<file path="src/rtl/prbs7_frame_gen.sv">
// PRBS7 (x^7+x^6+1) 64-bit frame generator for the serializer.
// Each start sends a clean training burst, then RUN words with optional
// user-byte insertion and error injection. Outputs are registered: a word
// generated in cycle t appears on dout/dout_valid in cycle t+1.
module prbs7_frame_gen #(
  parameter int unsigned TRAIN_WORDS = 256
) (
  input  logic        clk,
  input  logic        reset,
  input  logic        enable,
  input  logic        load,
  input  logic [6:0]  seed,
  input  logic [1:0]  user_mode,
  input  logic [7:0]  userData,
  input  logic [15:0] inj_period,
  input  logic [63:0] inj_mask,
  input  logic        inj_single,
  output logic [63:0] dout,
  output logic        dout_valid,
  output logic        training,
  output logic [15:0] injCount
);

  typedef enum logic [1:0] {
    S_IDLE  = 2'd0,
    S_TRAIN = 2'd1,
    S_RUN   = 2'd2
  } state_t;

  localparam logic [16:0] TRAIN_LIM = 17'(TRAIN_WORDS);

  state_t      state_q, state_d;
  logic [6:0]  lfsr_q, lfsr_d, lfsr_adv, gen_s, seed_fix;
  logic [63:0] prbs_word, run_word, dout_q, dout_d;
  logic        dout_valid_q, dout_valid_d;
  logic        training_q, training_d;
  logic        pend_q, pend_d, pend_eff, per_hit, inject;
  logic [15:0] train_cnt_q, train_cnt_d;
  logic [15:0] per_cnt_q, per_cnt_d;
  logic [15:0] inj_cnt_q, inj_cnt_d;
  logic [16:0] per_next, train_next;

  // An all-zero seed would lock the LFSR, so it is replaced by all ones.
  assign seed_fix = (seed == 7'd0) ? 7'h7F : seed;

  // 64 LFSR steps unrolled: bit i of the word is the i-th generated bit.
  always_comb begin
    gen_s     = lfsr_q;
    prbs_word = '0;
    for (int i = 0; i < 64; i++) begin
      prbs_word[i] = gen_s[6] ^ gen_s[5];
      gen_s        = {gen_s[5:0], prbs_word[i]};
    end
    lfsr_adv = gen_s;
  end

  // RUN word shaping (user byte after PRBS) and injection decision.
  always_comb begin
    run_word = prbs_word;
    case (user_mode)
      2'b01:   run_word[7:0]   = userData;
      2'b10:   run_word[63:56] = userData;
      2'b11:   run_word        = 64'hAAAA_AAAA_AAAA_AAAA;
      default: run_word        = prbs_word;
    endcase
    // A counter already at or past a newly written period fires on the next word.
    per_next = {1'b0, per_cnt_q} + 17'd1;
    per_hit  = (inj_period != 16'd0) && (per_next >= {1'b0, inj_period});
    pend_eff = pend_q | inj_single;
    inject   = per_hit | pend_eff;
  end

  // Next-state logic: load beats enable, enable low parks in IDLE.
  always_comb begin
    state_d      = state_q;
    lfsr_d       = lfsr_q;
    dout_d       = dout_q;
    dout_valid_d = 1'b0;
    training_d   = 1'b0;
    pend_d       = pend_eff;
    train_cnt_d  = train_cnt_q;
    per_cnt_d    = per_cnt_q;
    inj_cnt_d    = inj_cnt_q;
    train_next   = {1'b0, train_cnt_q} + 17'd1;
    if (load) begin
      state_d   = S_IDLE;
      lfsr_d    = seed_fix;
      per_cnt_d = '0;
    end else if (!enable) begin
      state_d   = S_IDLE;
      per_cnt_d = '0;
    end else begin
      case (state_q)
        S_IDLE: begin
          lfsr_d       = lfsr_adv;
          dout_d       = prbs_word;
          dout_valid_d = 1'b1;
          training_d   = 1'b1;
          train_cnt_d  = 16'd1;
          state_d      = (TRAIN_LIM <= 17'd1) ? S_RUN : S_TRAIN;
        end
        S_TRAIN: begin
          lfsr_d       = lfsr_adv;
          dout_d       = prbs_word;
          dout_valid_d = 1'b1;
          training_d   = 1'b1;
          train_cnt_d  = train_next[15:0];
          state_d      = (train_next >= TRAIN_LIM) ? S_RUN : S_TRAIN;
        end
        S_RUN: begin
          lfsr_d       = lfsr_adv;
          dout_d       = run_word ^ (inject ? inj_mask : 64'd0);
          dout_valid_d = 1'b1;
          pend_d       = 1'b0;
          if (inj_period != 16'd0) begin
            per_cnt_d = per_hit ? 16'd0 : per_next[15:0];
          end
          if (inject && (inj_cnt_q != 16'hFFFF)) begin
            inj_cnt_d = inj_cnt_q + 16'd1;
          end
        end
        default: state_d = S_IDLE;
      endcase
    end
  end

  // State and output registers with synchronous reset.
  always_ff @(posedge clk) begin
    if (reset) begin
      state_q      <= S_IDLE;
      lfsr_q       <= seed_fix;
      dout_q       <= '0;
      dout_valid_q <= 1'b0;
      training_q   <= 1'b0;
      pend_q       <= 1'b0;
      train_cnt_q  <= '0;
      per_cnt_q    <= '0;
      inj_cnt_q    <= '0;
    end else begin
      state_q      <= state_d;
      lfsr_q       <= lfsr_d;
      dout_q       <= dout_d;
      dout_valid_q <= dout_valid_d;
      training_q   <= training_d;
      pend_q       <= pend_d;
      train_cnt_q  <= train_cnt_d;
      per_cnt_q    <= per_cnt_d;
      inj_cnt_q    <= inj_cnt_d;
    end
  end

  assign dout       = dout_q;
  assign dout_valid = dout_valid_q;
  assign training   = training_q;
  assign injCount   = inj_cnt_q;

endmodule

</file>
<file path="config.mk">
export PLATFORM = sky130hd
export DESIGN_NAME = prbs7_frame_gen
export DESIGN_NICKNAME = d
export VERILOG_FILES = /design/src/rtl/prbs7_frame_gen.sv
export SDC_FILE = /design/constraint.sdc
export NUM_CORES = 1
export LEC_CHECK = 0
export BUFFER_PORTS_ARGS = -buffer_cell sky130_fd_sc_hd__buf_2
export CORE_UTILIZATION = 59
export DETAILED_ROUTE_END_ITERATION = 10
export PLACE_DENSITY = 0.87
export SETUP_SLACK_MARGIN = 0.4
export SLEW_MARGIN = 20
export SYNTH_ARGS = -nofsm -noshare
export SYNTH_HDL_FRONTEND = slang
export SYNTH_SLANG_ARGS = --single-unit
</file>
<file path="constraint.sdc">
create_clock -name clk -period 6 [get_ports clk]
set_input_delay 1.2 -clock clk [delete_from_list [all_inputs] [get_ports clk]]
set_output_delay 1.2 -clock clk [all_outputs]
set_load 0.1 [all_outputs]
</file>
=== Word level (Yosys, flattened, before mapping) ===
Index checks and enable logic that the tools add are counted.

* Bits in registers: 124
* Latch bits: 0
* Bits in writable memories: 0
* Memory bits (read-only): 0
* Bits of input ports: 102
* Output and inout bits: 82
* Logic and storage cells: 125
* Memories: 0

* Add/subtract/negate cells: 3
* Multipliers: 0
* Div/mod/pow operators: 0
* Order comparisons: 2
* Equal/unequal tests: 6
* Shift operators: 0
* Muxes and demuxes: 19
* Bitwise gates (word level): 69
* Reduce and logical (&&, ||, !) cells: 17

{| class="wikitable"
|+ Operators with widths
! kind !! number
|-
| 64-bit one-hot mux with 2 select lines || 1
|-
| 64-bit 2-to-1 mux || 1
|-
| 1-bit bitwise XOR || 64
|-
| 64-bit bitwise XOR || 1
|-
| 48-bit 2-to-1 mux || 1
|-
| 7-bit 2-to-1 mux || 5
|-
| 16-bit by 1-bit adder with 17-bit output (second input constant) || 2
|-
| 16-bit one-hot mux with 2 select lines || 1
|-
| 8-bit one-hot mux with 2 select lines || 2
|-
| 17-bit by 16-bit >= comparator with 1-bit output || 1
|-
| 17-bit by 9-bit >= comparator with 1-bit output (second input constant) || 1
|-
| 16-bit by 1-bit adder with 16-bit output (second input constant) || 1
|-
| 16-bit 2-to-1 mux || 1
|-
| 16-bit inequality test (second input constant) || 1
|-
| 16-bit nonzero test || 1
|-
| 7-bit zero test || 1
|-
| 2-bit equality test (second input constant) || 3
|-
| 2-bit one-hot mux with 3 select lines || 1
|-
| 3-bit AND reduction || 2
|-
| 3-bit nonzero test || 2
|-
| 3-bit OR reduction || 2
|-
| 1-bit 2-to-1 mux || 5
|-
| 2-bit by 1-bit equality test with 1-bit output (second input constant) || 2
|-
| 2-bit AND reduction || 2
|-
| other kinds (8) || 12
|}

=== Depth between registers and ports, before layout ===
Gate-level depths: netlist (run 1).

* Depth after elaboration: 15
* Depth in mapped cells: 18
* Gate-level depth less buffers: 15

=== Least setup slack after synthesis (run 1) ===
No wires, ideal clock.

* Path kind: register -> register
* Start: register per_cnt_q[2]
* End: register dout_q[44], in the netlist dout[44]
* Setup time: 0.119 ns
* Data arrival time: 3.426 ns
* Data required time: 5.881 ns
* Setup slack: 2.455 ns
* Stages on the path, launching flop included: 17
* Buffers on the path: 2
* Clock period less this slack: 3.545 ns
* Cell sequence: dfxtp_1 nand3_1 nor3_1 and3_1 nand3_1 xnor2_1 ha_1 nand4_1 nor2_1 a222oi_1 nor2_1 o31a_1 buf_4 buf_2 nand2_1 o21ai_0 a32o_1

* Word-level cells in the longest chain between the ends: 7

{| class="wikitable"
|+ RTL lines
! element !! RTL line !! text
|-
| from (decl) || 39 || <nowiki>logic [15:0] per_cnt_q, per_cnt_d;</nowiki>
|-
| from (signal assigned) || 147 || <nowiki>per_cnt_q <= per_cnt_d;</nowiki>
|-
| 16-bit by 1-bit adder with 17-bit output || 67 || <nowiki>per_next = {1'b0, per_cnt_q} + 17'd1;</nowiki>
|-
| 17-bit by 16-bit >= comparator with 1-bit output || 68 || <nowiki>per_hit = (inj_period != 16'd0) && (per_next >= {1'b0, inj_period});</nowiki>
|-
| 1-bit logical AND || 68 ||
|-
| 1-bit bitwise OR || 70 || <nowiki>inject = per_hit | pend_eff;</nowiki>
|-
| 64-bit 2-to-1 mux || 112 || <nowiki>dout_d = run_word ^ (inject ? inj_mask : 64'd0);</nowiki>
|-
| 64-bit bitwise XOR || 112 ||
|-
| 64-bit one-hot mux with 2 select lines || 93 || <nowiki>case (state_q)</nowiki>
|-
| to (signal assigned) || 142 || <nowiki>dout_q <= dout_d;</nowiki>
|-
| to (decl) || 34 || <nowiki>logic [63:0] prbs_word, run_word, dout_q, dout_d;</nowiki>
|}

No other way between the ends.
A chain may end at the register's enable or synchronous reset.

=== Worst setup path in the final report (run 1) ===
* Start: register per_cnt_q[2]
* End: register dout_q[54], in the netlist dout[54]

The elaborated chain is that of the path after synthesis.

==> results.md, run 1 <==
* Result of the run: finished, final reports clean
* Global-route wire length before repair at between 30000 and 40000 µm
* TritonCTS Buffers at 17
* EDFF count, synth at 7
* Clock root buffer: sky130_fd_sc_hd__clkbuf_16
* Post-route fraction of the period consumed by the critical path at 83.5%
* Footprint of the multi-input gates at 0.00481 mm²
* Unique cell type count in the Yosys netlist at 66
* Path type of the worst min-delay path: reg -> reg
* Async S/R FF share, synth at 0%
* Final-report hold violation count at 0
* Final-report max-slew violation count at 0
* CTS clock-pin slew for the worst setup and hold paths at 60 ps
* Via count of the first global-routing pass at 7071
* Max-cap violations at 0
* RSZ-0062 raised after global routing: false
* Placed wire-length estimate at 15000 µm
* Height of the chip at 116 µm
* Number of standard-cell rows in the floorplan at 41
* Layout fillers at 1025
* Total clock sinks at roughly 120
* Cell area after synthesis at about 0.0077 mm²
* Post-detailed-route count of antenna-violating nets at 0
* Standard cell area after detailed placement at 0.00864 mm²
* Maximum level of the CTS H-tree at 4
* Area of the die at 0.0135 mm²
* Fraction of final layout cells with drive strength greater than 1 at 20.6%
* Transition time at the pin with the least slew margin at 1010 ps
* Instance count of the mapped netlist at 1004
* Most common library cell in the layout ignoring fill and taps: sky130_fd_sc_hd__nand2_1
* Post-route clock skew at 10.5 ps
* Final core occ at about 73%
* Placer Congestion at roughly 0.9
* Maximum clock path buffer count at 2
* Per-cell routed wire length at 15.6 µm
* Min Tclk post-route at 5010 ps
* Net count after synthesis at 1126
* Static power due to leakage at 3.93 nW
* Dpl ws at around 1100 ps
* Power Dens Cells at around 330 mW/mm²
* Maximum number of pins on one net before global-route repair at 60
* Buffer count from post-CTS setup fixing at 0
* Count of unresolved DRC violations after routing at 0
* Aggregate negative setup slack at 0 ps
* Count of state elements after synthesis at 124
* Peak supply drop at 0.181 mV
* Global-route usage over all layers at 32.0%
* Largest fanout on the critical path at 51
* Finished layout cell area at 0.00924 mm²
* Worst Setup Slack, final at 993 ps
* Vias post-DR at 7642
* Wirelength, routed at 20900 µm
* WS Path Type: reg -> reg
* Width of the die at 116 µm
* DRC marker count from the first detailed-route iteration at around 530
* Total Nets Final at between 1000 and 1500
* Per-instance average area after synthesis at 7.68 µm²
* Total I/O pin count at 184
* Commonest non-fill, non-tap cells in the layout: sky130_fd_sc_hd__nand2_1 (186), sky130_fd_sc_hd__buf_2 (183), sky130_fd_sc_hd__dfxtp_1 (117)
* Antenna violations before repair at 3
* Number of input and output port buffers inserted at 183
* Number of warning messages in the yosys log at 0
* Critical path arrival at 5340 ps
* Required @ worst endpoint at 6330 ps
* Kind of start point of the critical path: register
* Sort of element at the end of the critical path: register
* Reg area at 0.00255 mm²
* Clk Latency, worst-skew pair at about 430 ps
* DR vias/cell at 5.70
* Number of iterations in the first detailed-routing pass at 6
* Count of endpoints failing setup in the final report at 0
* Starting utilization of the core area at 60.9%
* Residual overflow from global routing at 0
* Relative max-transition margin at 32.4%
* Portion of the post-synthesis area used by sequential elements at 33.1%
* Post-CTS sizing at 0
* Max Clk Rate at 200 MHz
* Floorplan core area at 0.0127 mm²
* Quantity of hold-fixing buffers added after cts at 0
* Area growth syn-to-layout at 19.8%
* CTS tree: done
* Leading register cell type out of synthesis: sky130_fd_sc_hd__dfxtp_1
## final timing paths
| check | from | to | slack, ps | cells past startpoint |
|---|---|---|---|---|
| max | per_cnt_q[2] | dout[54] | 990 | 14 |
| min | dout[2] | dout[2] | 440 | 2 |
| max reg2reg | per_cnt_q[2] | dout[54] | 990 | 14 |
| min reg2reg | dout[2] | dout[2] | 440 | 2 |
## stage by stage
stage	instances	hold slack (ps)	power, W
4_1_cts	1337	441	0.00304
2_1_floorplan	1004	464	0.00182
5_1_grt	1339	465	0.00316
3_5_place_dp	1305	430	0.00203
3_3_place_gp	1305	421	0.00201
6_report	1340	440	0.00303
## Yosys cell counts (all sizes together) (2+ instances only)
library cell	instances	area share [%]
xnor2	101	12
xor2	52	6.1
o21ai	69	4.5
nor4b	2	0.23
or3	4	0.39
or4	2	0.19
and4	2	0.23
nand4	6	0.49
and2	6	0.49
o21a	2	0.19
and3	15	1.2
o221ai	8	0.91
a21o	4	0.39
nor2	106	5.2
a2bb2oi	5	0.57
nor2b	2	0.16
nor4	13	1.2
ha	20	3.2
a311oi	3	0.34
inv	28	1.4
o32a	2	0.26
o31ai	17	1.7
nand2b	5	0.41
a211oi	14	1.4
nor3	26	1.8
mux2i	2	0.26
a21oi	45	2.9
clkbuf	41	2.0
nand3	21	1.4
a31oi	5	0.41
nand3b	9	0.88
nor3b	2	0.19
o22ai	6	0.49
dfxtp	117	30
nand2	186	9.1
a32oi	2	0.23
buf	20	1.4
a22oi	9	0.88
or2	3	0.24
edfxtp	7	2.7
## report_power, final
group	switching (W)	total [W]	internal, W
clock	0.000383	0.00101	0.000625
combinational	0.000742	0.00107	0.000331
sequential	0.0000587	0.000949	0.000891
## sequential cells by signal, indices dropped and copies added, names as in the netlist
name,cells
dout,64
dout_valid,1
lfsr_q,7
injCount,16
training,1
train_cnt_q,16
state_q,2
per_cnt_q,16
pend_q,1
## final cells by class
| cell class | instances | share of cell area (%) |
|---|---|---|
| Timing Repair Buffer | 190 | 10.5 |
| Sequential cell | 124 | 27.6 |
| Multi-Input combinational cell | 791 | 52.0 |
| Tap cell | 172 | 2.33 |
| Clock buffer | 23 | 5.40 |
| Clock inverter | 9 | 0.920 |
| Inverter | 28 | 1.14 |
| Antenna cell | 3 | 0.0812 |
## critical path, stage by stage, from the launching register on
cell,delay [ps]
sky130_fd_sc_hd__dfxtp_1,430
sky130_fd_sc_hd__nand3_1,260
sky130_fd_sc_hd__nor3_1,470
sky130_fd_sc_hd__and3_1,310
sky130_fd_sc_hd__nand3_1,190
sky130_fd_sc_hd__xnor2_1,170
sky130_fd_sc_hd__ha_1,300
sky130_fd_sc_hd__nand4_1,150
sky130_fd_sc_hd__o31ai_1,270
sky130_fd_sc_hd__a222oi_1,140
sky130_fd_sc_hd__nor2_1,650
sky130_fd_sc_hd__o31a_2,930
sky130_fd_sc_hd__nand2_1,180
sky130_fd_sc_hd__xnor2_1,170
sky130_fd_sc_hd__a211oi_1,250
## layer usage
| layer | track usage [%] | wire length (µm) | share of wire, % | vias up |
|---|---|---|---|---|
| met2 | 53.3 | 9830 | 47 | 337 |
| met4 | 16.6 | 783 | 3.7 | 2 |
| li1 | - | - | - | 3729 |
| met1 | 37.0 | 8570 | 41 | 3513 |
| met5 | 0 | 17 | 0.081 | - |
| met3 | 9.81 | 1740 | 8.3 | 61 |
## logic make-up after synthesis
logic type | Yosys count | synth area share (%)
buffers and inverters | 89 | 4.80
AND/OR/NAND/NOR | 411 | 23.9
flip-flops | 124 | 33.1
XOR/XNOR | 153 | 17.8
AO/OA/AOI/OAI | 204 | 16.8
multiplexers | 3 | 0.406
adder cells (fa/ha/maj) | 20 | 3.24
Note: power is estimated with default switching activity, not from simulation.
==> run 2: changes to the inputs <==
--- a/config.mk
+++ b/config.mk
@@ -5,10 +5,11 @@
 export SDC_FILE = /design/constraint.sdc
 export NUM_CORES = 1
 export LEC_CHECK = 0
+export ABC_AREA = 1
 export BUFFER_PORTS_ARGS = -buffer_cell sky130_fd_sc_hd__buf_2
-export CORE_UTILIZATION = 59
+export CORE_UTILIZATION = 56
 export DETAILED_ROUTE_END_ITERATION = 10
-export PLACE_DENSITY = 0.87
+export PLACE_DENSITY = 0.82
 export SETUP_SLACK_MARGIN = 0.4
 export SLEW_MARGIN = 20
 export SYNTH_ARGS = -nofsm -noshare
==> constraint.sdc (replaced) <==
create_clock -name clk -period 5.1 [get_ports clk]
set_input_delay 1.02 -clock clk [delete_from_list [all_inputs] [get_ports clk]]
set_output_delay 1.02 -clock clk [all_outputs]
set_load 0.1 [all_outputs]
==> run 2 against run 1 <==
Net effect: via count grew 15%; flip-flop and latch count is the same; global-route usage shrank 0.25 points; fmax grew 25%; sequential share of layout area shrank 1.9 points; hold slack gained 29 ps; clock skew shrank 3.4 ps; core utilization shrank 4.8 points.
==> results.md, run 2 <==
* Relative max-transition margin at 31.7% (was 32.4%)
* Commonest non-fill, non-tap cells in the layout: sky130_fd_sc_hd__nand2_1 (301), sky130_fd_sc_hd__buf_2 (183), sky130_fd_sc_hd__inv_1 (124) (was sky130_fd_sc_hd__nand2_1 (186), sky130_fd_sc_hd__buf_2 (183), sky130_fd_sc_hd__dfxtp_1 (117))
* Portion of the post-synthesis area used by sequential elements at 30.5% (was 33.1%)
* Placed wire-length estimate at 17800 µm (was 15000 µm)
* Kind of start point of the critical path: register (unchanged)
* Max-cap violations at 0 (unchanged)
* Critical path arrival at 4310 ps (was 5340 ps)
* DRC marker count from the first detailed-route iteration at 837 (was 525)
* Total Nets Final at 1511 (was 1274)
* Net count after synthesis at 1353 (was 1126)
* Most common library cell in the layout ignoring fill and taps: sky130_fd_sc_hd__nand2_1 (unchanged)
* Clk Latency, worst-skew pair at 420 ps (was 430 ps)
* Maximum level of the CTS H-tree at 4 (unchanged)
* Number of iterations in the first detailed-routing pass at 6 (unchanged)
* Met1 usage at 39.4% (was 37.0%)
* Sort of element at the end of the critical path: register (unchanged)
* Height of the chip at 124 µm (was 116 µm)
* Leading register cell type out of synthesis: sky130_fd_sc_hd__dfxtp_1 (unchanged)
* Most common cell in the synthesized netlist: sky130_fd_sc_hd__nand2_1 (unchanged)
* Layout fillers at 1292 (was 1025)
* Met2 usage in global routing at 51.3% (was 53.3%)
* Count of state elements after synthesis at 124 (unchanged)
* Path type of the worst min-delay path: reg -> reg (unchanged)
* Result of the run: finished, final reports clean (unchanged)
* Register-to-Register Path Depth at 23 (was 14)
* Buffer count from post-CTS setup fixing at 0 (unchanged)
* Largest fanout on the critical path at 65 (was 51)
* Post-route clock skew at 7.10 ps (was 10.5 ps)
* Min Tclk post-route at 4000 ps (was 5010 ps)
* Synth top area share at 28.0% (was 30.4%)
* Met3 usage at 7.50% (was 9.81%)
* Unique cell type count in the Yosys netlist at 49 (was 66)
* Finished layout cell area at 0.00991 mm² (was 0.00924 mm²)
* Hold Path Stages at 2 (unchanged)
* Origin of the worst min-delay path: dout[63] (was dout[2])
* Area growth syn-to-layout at 18.5% (was 19.8%)
* Max Clk Rate at 250 MHz (was 200 MHz)
* Clock root buffer: sky130_fd_sc_hd__clkbuf_16 (unchanged)
* Origin of the critical flop-to-flop path: per_cnt_q[0] (was per_cnt_q[2])
* Per-instance average area after synthesis at 6.79 µm² (was 7.68 µm²)
* Residual overflow from global routing at 0 (unchanged)
* Aggregate negative setup slack at 0 ps (unchanged)
* Post-synth top cells: sky130_fd_sc_hd__nand2_1 (301), sky130_fd_sc_hd__inv_1 (124), sky130_fd_sc_hd__dfxtp_1 (117) (was sky130_fd_sc_hd__nand2_1 (186), sky130_fd_sc_hd__dfxtp_1 (117), sky130_fd_sc_hd__nor2_1 (106))
* Wirelength, routed at 24200 µm (was 20900 µm)
* Origin of the worst setup path: per_cnt_q[0] (was per_cnt_q[2])
* Total I/O pin count at 184 (unchanged)
* Highest-utilization routing layer at the global route stage: met2 (unchanged)
* WS Path Type: reg -> reg (unchanged)
* Maximum number of pins on one net before global-route repair at 97 (was 60)
* Post-CTS sizing at 0 (unchanged)
* TritonCTS Buffers at 17 (unchanged)
* Maximum clock path buffer count at 2 (unchanged)
* Required @ worst endpoint at 5410 ps (was 6330 ps)
* Placer Congestion at 0.917 (was 0.901)
* Area of the die at 0.0154 mm² (was 0.0135 mm²)
* Per-cell routed wire length at 15.2 µm (was 15.6 µm)
* Global-route wire length before repair at 39500 µm (was 33500 µm)
* Standard cell area after detailed placement at 0.00935 mm² (was 0.00864 mm²)
* Cell area after synthesis at 0.00836 mm² (was 0.00771 mm²)
* CTS tree: done (unchanged)
* Reg2Reg Capture Point: dout[18] (was dout[54])
* Final-report max-slew violation count at 0 (unchanged)
* Number of standard-cell rows in the floorplan at 44 (was 41)
* Number of input and output port buffers inserted at 183 (unchanged)
* Instance count of the mapped netlist at 1231 (was 1004)
* Antenna violations before repair at 5 (was 3)
* CTS clock-pin slew for the worst setup and hold paths at 50 ps (was 60 ps)
* DR vias/cell at 5.54 (was 5.70)
* Footprint of the multi-input gates at 0.00510 mm² (was 0.00481 mm²)
* Count of endpoints failing setup in the final report at 0 (unchanged)
* Quantity of hold-fixing buffers added after cts at 0 (unchanged)
* Hold-critical path endpoint: dout[63] (was dout[2])
* Largest cells by area after synthesis: sky130_fd_sc_hd__dfxtp_1 (28%), sky130_fd_sc_hd__nand2_1 (14%), sky130_fd_sc_hd__a21oi_1 (6.5%) (was sky130_fd_sc_hd__dfxtp_1 (30%), sky130_fd_sc_hd__xnor2_1 (11%), sky130_fd_sc_hd__nand2_1 (9.1%))
* Fraction of final layout cells with drive strength greater than 1 at 20.7% (was 20.6%)
* Number of warning messages in the yosys log at 0 (unchanged)
* Floorplan core area at 0.0145 mm² (was 0.0127 mm²)
* Total clock sinks at 124 (unchanged)
* Final-report hold violation count at 0 (unchanged)
* Width of the die at 124 µm (was 116 µm)
* Register-to-Register Setup Slack at 1100 ps (was 990 ps)
* Via count of the first global-routing pass at 8198 (was 7071)
* Reg area at 0.00255 mm² (unchanged)
* Global-route usage over all layers at 31.8% (was 32.0%)
* RSZ-0062 raised after global routing: false (unchanged)
* Post-route fraction of the period consumed by the critical path at 78.4% (was 83.5%)
* Final core occ at 68.2% (was 73.0%)
* Post-detailed-route count of antenna-violating nets at 0 (unchanged)
* Vias post-DR at 8811 (was 7642)
* Count of unresolved DRC violations after routing at 0 (unchanged)
* Post-synthesis cell type with the largest combined area: sky130_fd_sc_hd__dfxtp_1 (unchanged)
* Async S/R FF share, synth at 0% (unchanged)
* Starting utilization of the core area at 57.5% (was 60.9%)
* Transition time at the pin with the least slew margin at 1020 ps (was 1010 ps)
* EDFF count, synth at 7 (unchanged)
* Fin Hold WS at 469 ps (was 440 ps)
* Number of flip-flops under the largest register name at 64 (unchanged)
==> run 2: area by class of cell <==
type / count / area share, %
well taps: 184 / 2.32
clock buffers: 24 / 4.86
multi-input cells: 921 / 51.4
flip-flops and latches: 124 / 25.8
inverters: 136 / 5.18
clock inverters: 7 / 0.656
repair buffers: 189 / 9.70
diodes: 4 / 0.101
==> run 2: kinds of logic after synthesis <==
family	synth area share (%)
xor+xnor	11.4
simple gates	31.6
buf+inv	8.71
compound gates	14.9
fa+ha+maj	2.99
flops	30.5
==> run 2: routing by layer <==
metal  vias up  routed length [µm]
met2       387               11500
met3        82                1710
li1       4347                   -
met5         -                  13
met1      3993                9970
met4         2                1040
==> run 2: worst max-delay path by stage <==
stage | end | cells after the start
after floorplan | injCount[4] | 25
after global placement | dout[46] | 24
after detailed placement | dout[2] | 23
after CTS | dout[18] | 24
after global routing | dout[18] | 23
final | dout[18] | 23
==> run 2: critical path, stage by stage, from the launching register on <==
cell	delay (ps)
sky130_fd_sc_hd__dfxtp_1	390
sky130_fd_sc_hd__ha_1	190
sky130_fd_sc_hd__nand2_1	70
sky130_fd_sc_hd__inv_1	70
sky130_fd_sc_hd__nand2_1	50
sky130_fd_sc_hd__nor2_1	130
sky130_fd_sc_hd__nand2_1	110
sky130_fd_sc_hd__nor4_1	260
sky130_fd_sc_hd__nand2_1	110
sky130_fd_sc_hd__xor2_1	140
sky130_fd_sc_hd__inv_1	70
sky130_fd_sc_hd__ha_1	310
sky130_fd_sc_hd__nand4_1	110
sky130_fd_sc_hd__nor4_1	270
sky130_fd_sc_hd__nand2_1	80
sky130_fd_sc_hd__nand3_1	110
sky130_fd_sc_hd__nand2_1	80
sky130_fd_sc_hd__nand2_2	70
sky130_fd_sc_hd__buf_4	550
sky130_fd_sc_hd__nand3_1	230
sky130_fd_sc_hd__nand2_1	110
sky130_fd_sc_hd__nand2_1	60
sky130_fd_sc_hd__o221ai_1	210
sky130_fd_sc_hd__inv_1	60
==> run 2: metrics by stage <==
stage | worst slack, ps | std cells
2_1_floorplan | 1940 | 1231
3_3_place_gp | 1330 | 1554
5_1_grt | 654 | 1587
6_report | 1100 | 1589
4_1_cts | 1150 | 1585
3_5_place_dp | 1220 | 1554
Power of run 2 is not shown: default switching activity piles up to over one toggle a cycle in this logic, so the estimate is an artifact.
==> run 3: changes to the inputs <==
==> constraint.sdc (replaced) <==
create_clock -name clk -period 4 [get_ports clk]
set_input_delay 0.8 -clock clk [delete_from_list [all_inputs] [get_ports clk]]
set_output_delay 0.8 -clock clk [all_outputs]
set_load 0.1 [all_outputs]
==> run 3 against run 2 <==
Net effect: global-route usage decreased by 0.59 points; first-iteration DRC count increased by 4.3%; highest routed layer unchanged; largest cell class unchanged; critical path depth increased by 1; fmax increased by 15%; count of clock-buffer cells in the layout decreased by 3.
==> results.md, run 3 (same netlist as run 2, synthesis figures left out) <==
* Height of the chip at 124 µm (unchanged)
* Width of the die at 124 µm (unchanged)
* Commonest non-fill, non-tap cells in the layout: sky130_fd_sc_hd__nand2_1 (297), sky130_fd_sc_hd__buf_2 (183), sky130_fd_sc_hd__inv_1 (122) (was sky130_fd_sc_hd__nand2_1 (301), sky130_fd_sc_hd__buf_2 (183), sky130_fd_sc_hd__inv_1 (124))
* Aggregate negative setup slack at 0 ps (unchanged)
* Residual overflow from global routing at 0 (unchanged)
* Max-cap violations at 0 (unchanged)
* Number of iterations in the first detailed-routing pass at 5 (was 6)
* Met2 usage in global routing at 50.5% (was 51.3%)
* Maximum clock path buffer count at 2 (unchanged)
* Highest-utilization routing layer at the global route stage: met2 (unchanged)
* Transition time at the pin with the least slew margin at 979 ps (was 1020 ps)
* Post-detailed-route count of antenna-violating nets at 0 (unchanged)
* Number of standard-cell rows in the floorplan at 44 (unchanged)
* Area growth syn-to-layout at 24.3% (was 18.5%)
* Standard cell area after detailed placement at 0.00940 mm² (was 0.00935 mm²)
* Number of input and output port buffers inserted at 183 (unchanged)
* Total Nets Final at 1529 (was 1511)
* Global-route usage over all layers at 31.2% (was 31.8%)
* Layout fillers at 1214 (was 1292)
* Per-cell routed wire length at 15.9 µm (was 15.2 µm)
* CTS tree: done (unchanged)
* Finished layout cell area at 0.0104 mm² (was 0.00991 mm²)
* Critical path arrival at 3750 ps (was 4310 ps)
* Post-route fraction of the period consumed by the critical path at 87.0% (was 78.4%)
* Area of the die at 0.0154 mm² (unchanged)
* Antenna violations before repair at 4 (was 5)
* Result of the run: finished, final reports clean (unchanged)
* Post-route clock skew at 6.55 ps (was 7.10 ps)
* Chain of cells forming the critical path: ha_4, nand2_2, inv_2, nand2_2, nor2_4, nand2_4, nor4_4, nand2_1, xor2_1, inv_1, ha_4, a21oi_2, o21ai_1, nand4_1, nand3_1, nor2_1, nand3_2, nand2_4, nand2_8, buf_6, clkbuf_16, and3_4, o21ai_2, a31oi_1 (was ha_1, nand2_1, inv_1, nand2_1, nor2_1, nand2_1, nor4_1, nand2_1, xor2_1, inv_1, ha_1, nand4_1, nor4_1, nand2_1, nand3_1, nand2_1, nand2_2, buf_4, nand3_1, nand2_1, nand2_1, o221ai_1, inv_1)
* Global-route wire length before repair at 39000 µm (was 39500 µm)
* Wirelength, routed at 25600 µm (was 24200 µm)
* TritonCTS Buffers at 17 (unchanged)
* Largest fanout on the critical path at 8 (was 65)
* WS Path Type: reg -> reg (unchanged)
* Total clock sinks at 124 (unchanged)
* Fraction of final layout cells with drive strength greater than 1 at 23.7% (was 20.7%)
* Fin Hold WS at 478 ps (was 469 ps)
* Min Tclk post-route at 3480 ps (was 4000 ps)
* Count of endpoints failing setup in the final report at 0 (unchanged)
* Quantity of hold-fixing buffers added after cts at 0 (unchanged)
* Sort of element at the end of the critical path: register (unchanged)
* Final-report max-slew violation count at 0 (unchanged)
* Family of cells with the greatest summed delay on the critical path: simple AND/OR/NAND/NOR gates (unchanged)
* Met3 usage at 7.80% (was 7.50%)
* Count of unresolved DRC violations after routing at 0 (unchanged)
* Placed wire-length estimate at 17600 µm (was 17800 µm)
* Required @ worst endpoint at 4280 ps (was 5410 ps)
* DRC marker count from the first detailed-route iteration at 873 (was 837)
* Max Clk Rate at 287 MHz (was 250 MHz)
* Most common library cell in the layout ignoring fill and taps: sky130_fd_sc_hd__nand2_1 (unchanged)
* CTS clock-pin slew for the worst setup and hold paths at 60 ps (was 50 ps)
* Maximum number of pins on one net before global-route repair at 97 (unchanged)
* Clock root buffer: sky130_fd_sc_hd__clkbuf_16 (unchanged)
* Total I/O pin count at 184 (unchanged)
* Vias post-DR at 9104 (was 8811)
* Via count of the first global-routing pass at 8146 (was 8198)
* Count of buffer and inverter cells on the critical path at 4 (unchanged)
* Placer Congestion at 0.946 (was 0.917)
* Final-report hold violation count at 0 (unchanged)
* Starting utilization of the core area at 57.5% (unchanged)
* Kind of start point of the critical path: register (unchanged)
* Floorplan core area at 0.0145 mm² (unchanged)
* Critical Path Max Stage Delay at 370 ps (was 550 ps)
* Clk Latency, worst-skew pair at 430 ps (was 420 ps)
* Critical-path top delay cell: sky130_fd_sc_hd__dfxtp_4 (was sky130_fd_sc_hd__buf_4)
* Path type of the worst min-delay path: reg -> reg (unchanged)
* Relative max-transition margin at 34.7% (was 31.7%)
* Number of flip-flops under the largest register name at 64 (unchanged)
* Met1 usage at 38.4% (was 39.4%)
* DR vias/cell at 5.66 (was 5.54)
* RSZ-0062 raised after global routing: true (was false)
* Maximum level of the CTS H-tree at 4 (unchanged)
-- run 3: final cells by class --
class                           count  area, µm²  share of cell area, %
Timing Repair Buffer              207       1210                   11.6
Multi-Input combinational cell    921       5260                   50.6
Tap cell                          184        230                   2.21
Clock buffer                       21        450                   4.33
Inverter                          136        515                   4.96
Antenna cell                        4       10.0                 0.0963
Clock inverter                     11        166                   1.60
Sequential cell                   124       2560                   24.6
-- run 3: final timing paths --
path	start	endpoint	slack [ps]	depth (start not counted)
worst min-delay path	dout[63]	dout[63]	480	2
worst max-delay path	per_cnt_q[0]	dout[61]	520	24
worst max register to register	per_cnt_q[0]	dout[61]	520	24
worst min register to register	dout[63]	dout[63]	480	2
-- run 3: layer usage --
layer	up-vias	part of all wire (%)
met5	-	0.066
met4	2	4.4
met3	85	8.4
met2	420	47
met1	4199	40
li1	4398	-
-- run 3: worst min-delay path: stages (launching register included) --
cell and delay, ps:
sky130_fd_sc_hd__dfxtp_1 310, sky130_fd_sc_hd__nand2_1 60, sky130_fd_sc_hd__a21oi_1 50
-- run 3: stage by stage --
step           instances  util, %  setup WS [ps]
3_5_place_dp        1560     64.7            230
3_3_place_gp        1560     64.7            395
2_1_floorplan       1231        -            840
4_1_cts             1592     69.1            323
6_report            1608     71.5            521
5_1_grt             1605     71.5            237
-- run 3: timing repair --
item,in CTS,in global routing
setup endpoints to repair,71,86
gates resized for setup,5,41
setup buffers,0,5
endpoints found under the hold margin,0,0
pin swaps,0,14
gates cloned,0,7
Power of run 3 is left out for the same reason.
